--- src/rtl/mem_port_arbiter.sv ---
// rtl/mem_port_arbiter.sv - single-port memory arbiter between fetch (I) and load/store (D) ports
// Optional starvation guard for the I port is enabled with `define ARB_STARVE_GUARD_EN.
module mem_port_arbiter #(
    parameter int MEM_LAT      = 1,
    parameter int STARVE_LIMIT = 4
) (
    input  logic        clk,
    input  logic        rst,
    input  logic        i_req,
    input  logic [31:0] i_addr,
    output logic        i_valid,
    output logic [31:0] i_rdata,
    input  logic        d_req,
    input  logic        d_we,
    input  logic [31:0] d_addr,
    input  logic [31:0] d_wdata,
    output logic        d_valid,
    output logic [31:0] d_rdata,
    output logic        mem_en,
    output logic        mem_we,
    output logic [31:0] mem_addr,
    output logic [31:0] mem_wdata,
    input  logic [31:0] mem_rdata,
    output logic        arb_busy
);

    typedef enum logic [1:0] {
        IDLE  = 2'd0,
        ISSUE = 2'd1,
        WAIT  = 2'd2,
        RESP  = 2'd3
    } state_t;

    state_t      state;
    state_t      state_next;
    logic        owner_i;
    logic        owner_d;
    logic        store_l;
    logic [1:0]  wait_cnt;
    logic        wait_done;
    logic        any_req;
    logic        grant;
    logic        grant_d;
    logic        resp_load;

    logic        mem_en_next;
    logic        mem_we_next;
    logic [31:0] mem_addr_next;
    logic [31:0] mem_wdata_next;
    logic        i_valid_next;
    logic        d_valid_next;
    logic [31:0] i_rdata_next;
    logic [31:0] d_rdata_next;

    // Parameter values outside the legal ranges produce this marker block.
    if (MEM_LAT < 1 || MEM_LAT > 4 || STARVE_LIMIT < 1 || STARVE_LIMIT > 15) begin : g_illegal_params
    end

    assign any_req   = i_req | d_req;
    assign grant     = (state == IDLE) && any_req;
    assign wait_done = (wait_cnt == 2'(MEM_LAT - 1));
    assign resp_load = (state == WAIT) && wait_done;
    assign arb_busy  = (state != IDLE);

`ifdef ARB_STARVE_GUARD_EN
    logic [3:0] starve_cnt;
    logic       starve_hit;

    // Hand one grant to I once D has won STARVE_LIMIT contested arbitrations in a row.
    assign starve_hit = (starve_cnt == 4'(STARVE_LIMIT)) && i_req && d_req;
    assign grant_d    = d_req && !starve_hit;

    always_ff @(posedge clk) begin
        if (rst) begin
            starve_cnt <= 4'd0;
        end else if (grant) begin
            if (!grant_d || !i_req) begin
                starve_cnt <= 4'd0;
            end else begin
                starve_cnt <= starve_cnt + 4'd1;
            end
        end
    end
`else
    assign grant_d = d_req;
`endif

    always_ff @(posedge clk) begin
        if (rst) begin
            state <= IDLE;
        end else begin
            state <= state_next;
        end
    end

    always_comb begin
        state_next = state;
        case (state)
            IDLE:    if (any_req) state_next = ISSUE;
            ISSUE:   state_next = store_l ? RESP : WAIT;
            WAIT:    if (wait_done) state_next = RESP;
            RESP:    state_next = IDLE;
            default: state_next = IDLE;
        endcase
    end

    always_comb begin
        mem_en_next    = grant;
        mem_we_next    = grant && grant_d && d_we;
        mem_addr_next  = mem_addr;
        mem_wdata_next = mem_wdata;
        if (grant) begin
            mem_addr_next = grant_d ? d_addr : i_addr;
            if (grant_d) begin
                mem_wdata_next = d_wdata;
            end
        end
        i_valid_next = resp_load && owner_i;
        d_valid_next = (resp_load && owner_d) || ((state == ISSUE) && store_l);
        i_rdata_next = (resp_load && owner_i) ? mem_rdata : i_rdata;
        d_rdata_next = (resp_load && owner_d) ? mem_rdata : d_rdata;
    end

    always_ff @(posedge clk) begin
        if (rst) begin
            mem_en    <= 1'b0;
            mem_we    <= 1'b0;
            mem_addr  <= 32'd0;
            mem_wdata <= 32'd0;
            i_valid   <= 1'b0;
            d_valid   <= 1'b0;
            i_rdata   <= 32'd0;
            d_rdata   <= 32'd0;
            owner_i   <= 1'b0;
            owner_d   <= 1'b0;
            store_l   <= 1'b0;
            wait_cnt  <= 2'd0;
        end else begin
            mem_en    <= mem_en_next;
            mem_we    <= mem_we_next;
            mem_addr  <= mem_addr_next;
            mem_wdata <= mem_wdata_next;
            i_valid   <= i_valid_next;
            d_valid   <= d_valid_next;
            i_rdata   <= i_rdata_next;
            d_rdata   <= d_rdata_next;
            if (grant) begin
                owner_i <= !grant_d;
                owner_d <= grant_d;
                store_l <= grant_d && d_we;
            end
            if (state == ISSUE) begin
                wait_cnt <= 2'd0;
            end else if (state == WAIT) begin
                wait_cnt <= wait_cnt + 2'd1;
            end
        end
    end

endmodule

--- config.mk ---
export PLATFORM = sky130hd
export DESIGN_NAME = mem_port_arbiter
export DESIGN_NICKNAME = d
export VERILOG_FILES = /design/src/rtl/mem_port_arbiter.sv
export SDC_FILE = /design/constraint.sdc
export NUM_CORES = 1
export LEC_CHECK = 0
export CORE_UTILIZATION = 41
export CTS_BUF_LIST = sky130_fd_sc_hd__clkbuf_8
export CTS_CLUSTER_SIZE = 28
export DETAILED_ROUTE_END_ITERATION = 6
export MAX_ROUTING_LAYER = met4
export PLACE_DENSITY = 0.84
export SLEW_MARGIN = 20
export SYNTH_ARGS = -nofsm -noshare
export SYNTH_HDL_FRONTEND = slang
export SYNTH_SLANG_ARGS = --single-unit
--- constraint.sdc ---
create_clock -name clk -period 2 [get_ports clk]
set_input_delay 0.2 -clock clk [delete_from_list [all_inputs] [get_ports clk]]
set_output_delay 0.2 -clock clk [all_outputs]
set_load 0.05 [all_outputs]
======== Word level (Yosys, flattened, before mapping) ========
Cells that the tools add are included.
word-level totals
  register bits ........................... 139
  input bits .............................. 133
  output and inout bits ................... 133
  logic and storage cells ................. 41
cells by class
  add/subtract/negate cells ............... 1
  equal/unequal tests ..................... 5
  multiplexer cells ....................... 5
  bitwise logic cells ..................... 1
  reduce and logical (&&, ||, !) cells .... 16
operator list
  kind                                                                   count
  32-bit 2-to-1 mux                                                      1
  1-bit logical AND                                                      8
  2-bit one-hot mux with 4 select lines                                  1
  2-bit equality test, second input constant                             2
  2-bit zero test                                                        2
  2-bit 2-to-1 mux                                                       2
  2-bit != test, second input constant                                   2
  2-bit AND reduction                                                    2
  2-bit by 1-bit adder with 2-bit output, second input constant          1
  2-bit by 1-bit equality test with 1-bit output, second input constant  1
  2-bit nonzero test                                                     1
  2-bit OR reduction                                                     1
  1-bit zero test                                                        1
  1-bit logical OR                                                       1
  1-bit 2-to-1 mux                                                       1
  1-bit bitwise OR                                                       1

======== Depth between registers and ports, before layout ========
  word-level depth ........................ 4
  depth in mapped cells ................... 8

======== Worst setup path after synthesis ========
OpenSTA, ideal clock, no wires.
  kind .................................... reg2reg
  start point ............................. register state[0]
  end point ............................... register i_rdata[0]
  library setup time ...................... 0.071 ns
  arrival ................................. 1.382 ns
  required time ........................... 1.929 ns
  path slack .............................. 0.547 ns
  cell stages (with the launch flop) ...... 8
  path buffers ............................ 2
  period minus slack after synthesis ...... 1.453 ns
  cell sequence ........................... dfxtp_1 -> inv_1 -> ha_1 -> clkbuf_2 -> nand3_1 -> clkbuf_1 -> nand2_1 -> a21oi_1
on the way
  longest elaborated chain between the ends .. 3
RTL lines
  what                      RTL line  source
  start: declaration        34        state_t state;
  start signal: assignment  92        state <= state_next;
  2-bit equality test       62        assign resp_load = (state == WAIT) && wait_done;
  1-bit logical AND         62
  1-bit logical AND         120       i_rdata_next = (resp_load && owner_i) ? mem_rdata : i_rdata;
  end signal: assignment    145       i_rdata <= i_rdata_next;
  end: declaration          12        output logic [31:0] i_rdata,
Every way passes these cells.
A chain may end at the register's enable or synchronous reset.

======== Worst setup path after layout ========
  start point ............................. register d_rdata[31]
  end point ............................... output d_rdata[31]
RTL lines
  what                      RTL line  source
  start: declaration        18        output logic [31:0] d_rdata,
  start signal: assignment  146       d_rdata <= d_rdata_next;
No word-level cell between the ends.

==> results by group <==
Status
  • Status: finished, final reports clean

Power and ir drop
  • Max VDD drop: between 0.0007 and 0.0008 V
  • Pwr dens: 1247 mW/mm^2
  • Leakage: about 3.1 nW
  • Total power: 10.64 mW

Synth
  • Primary FF master, synth: dfxtp_1
  • Register area share after synthesis: 52.29%
  • Distinct cells, synth: 30
  • Most common cell in the netlist: nand2_1
  • Gate Count Post-Synth: slightly above 600
  • Post-synth top area share: 52.29%
  • Leading area contributor after synthesis: dfxtp_1
  • Ys async rst share: 0%
  • Area contributors post-synth: dfxtp_1 (52%), nand2_1 (14%), a21oi_1 (9.3%)
  • Number of synthesized flops with an enable pin: 0
  • FF+latch count, synth: ~140
  • Mapped Area: ~0.0053 mm^2
  • Synth cell count leaders: nand2_1 (196), dfxtp_1 (139), a21oi_1 (99)
  • Yosys warning count: 0
  • Synthesized area per cell: between 8 and 9 um^2
  • Post-Syn Nets: around 750

STA
  • Achievable Freq: 0.5460 GHz
  • Final worst-path setup slack: approximately 0.17 ns
  • RSZ-0062 raised after global routing: false
  • Worst slack on hold paths: approximately 0.16 ns
  • Slew Limit Fails: 0
  • Setup Skew: 0.009914 ns
  • Tcrit/Tclk final: 91.58%
  • Worst slew pin tran: around 0.55 ns
  • Fin crit period: 1.832 ns
  • Relative slew margins: approximately 63%
  • Setup-failing EPs final: 0
  • Setup TNS: 0 ns
  • Fin. Hold Viols: 0

Cells and area
  • Antenna Cells: 0
  • Utilization after layout: approximately two thirds
  • Share of layout cells above drive strength 1: around a tenth
  • Area delta synth->final: 60.33%
  • Nets: around 1,000

Run
  • Number of max-cap violations: 0

Route
  • Routed WL: between 15 and 20 mm
  • Vias/cell: around 4.8
  • Drt drc: 0
  • DR pass1 iterations: 5
  • Initial detailed-routing violation count: around 220
  • Routed Antenna Nets: 0
  • Drt wl/cell: between 10 and 15 um
  • Vias: slightly above 5,000

Worst setup path
  • Reg2reg start: state[0]
  • Cell family with most CP delay: buffers and inverters
  • CP max-delay cell: clkdlybuf4s50_1
  • Crit. End Element: output pin
  • Crit path DAT: 1.63 ns
  • Crit path launch type: flop
  • Crit-path cells: clkdlybuf4s50_1
  • Critical path origin: d_rdata[31]
  • CP Buf/Inv Count: 1
  • R2R Setup Slk: about 0.37 ns
  • WS Path Type: flop to output pin
  • Crit-path max cell delay: just over 0.8 ns
  • Worst Setup EP: d_rdata[31]
  • CP required: 1.80 ns
  • Capture point of the worst reg-to-reg path: d_rdata[17]
  • Reg2Reg Depth: 6
  • Critical path depth in cells: 1
  • Crit-path max FO: 2

Die
  • Initial Util: about 42%
  • Core area: 0.01262 mm^2
  • Die Area: approximately 0.013 mm^2
  • Die width: 115.9 um
  • Die height: approximately 120 um
  • # IOs: between 200 and 300
  • Rows: a little over 40

GRT
  • Largest net degree at the start of global routing: 75
  • Global-route wire length before repair: ~23 mm
  • Vias in the first global route: approximately 4,800
  • Tot GR Track Use: between 20% and 30%
  • Initial antenna violation count: 0
  • GR Overflow Total: 0

Clock network
  • Worst-path clk slew: about 0.080 ns
  • Post-CTS Setup Bufs: 0
  • CTS resizes: 0
  • H-tree depth: 4
  • Clock sink count: between 100 and 150
  • Maximum clock path buffer count: 2
  • Clk root buf: clkbuf_8
  • Post-CTS Hold Buffers: 0
  • Clock latency on the worst-skew pair: 0.44 ns
  • TritonCTS clock tree: done
  • TritonCTS Buffers: 17

Placed design
  • Final HPWL DP: between 10 and 15 mm
  • Count of input and output buffers: around 270
  • Dpl ws: between 0.4 and 0.5 ns
  • GPL Wtd Cong: ~0.73

Min path
  • Hold Crit Class: primary input to flop
worst register-to-register path: stages (launching register included):
cell     delay [ns]
dfxtp_1        0.33
inv_1          0.12
ha_1           0.32
and3_1         0.26
buf_4          0.28
nand2_1        0.11
a21oi_1        0.16
per-stage QoR:
step / area (um^2) / std cells
4_1_cts: 8532 / 1050
2_1_floorplan: 5321 / 614
6_report: 8532 / 1050
3_5_place_dp: 8122 / 1018
3_3_place_gp: 8122 / 1018
5_1_grt: 8532 / 1050
registers in the layout, indices dropped and copies added, names as in the netlist, 2 cells and up:
name       count
d_rdata       32
i_rdata       32
mem_addr      32
mem_wdata     32
state          2
wait_cnt       2
cell usage in the layout, fill, tap and decap left out, types with 5 or more instances in the layout:
cell type        synthesis  routed
buf_4                    6      12
dfxtp_1                139     139
a211oi_2                30      30
inv_1                    5       5
clkinv_2                 0       7
clkbuf_8                 0      19
mux2i_1                 33      33
clkdlybuf4s50_1          0     262
buf_12                   0       5
a21oi_1                 99      99
ha_1                     5       5
nand2_1                196     196
nor2_1                  37      37
report_power, final:
part           total [mW]  switching (mW)  internal [mW]
Sequential           3.54           0.256           3.28
Combinational        4.77            3.09           1.68
Clock                2.34            1.06           1.28
logic make-up (layout without fill, tap and decap cells):
| family | count (synthesis) | count (layout) | synth area share, % |
|---|---|---|---|
| AOI/OAI and AO/OA | 137 | 137 | 17.47 |
| adders and majority gates | 5 | 5 | 1.176 |
| xor gates and xnor gates | 1 | 1 | 0.1646 |
| buffers and inverters | 53 | 317 | 4.750 |
| muxes | 33 | 33 | 6.207 |
| and+or+nand+nor | 246 | 246 | 17.94 |
| DFF | 139 | 139 | 52.29 |
layer usage:
metal  track usage [%]  vias up  part of all wire, %
li1                  -     2533                    -
met1             24.96     2314                   41
met2             40.24      187                   49
met3             7.845       27                  8.8
met4             8.547        0                  1.8
met5                 -        -                    0
how the worst min path moves through the flow:
stage	startpoint	to	slack [ns]	cells past startpoint
after global routing	rst	mem_wdata[0]	0.15	2
after CTS	rst	mem_wdata[13]	0.13	2
final	rst	mem_wdata[13]	0.16	2
after detailed placement	i_rdata[8]	i_rdata[8]	0.45	2
after floorplan	d_wdata[10]	mem_wdata[10]	0.34	2
after global placement	d_rdata[3]	d_rdata[3]	0.44	2
cell type report:
class | instances | area, um^2
Inverter | 5 | 18.77
Timing Repair Buffer | 280 | 2818
Clock inverter | 13 | 148.9
Multi-Input combinational cell | 422 | 2287
Clock buffer | 19 | 261.5
Sequential cell | 139 | 2783
Fill cell | 1008 | 4088
Tap cell | 172 | 215.2
(Power assumes the default switching activity.)
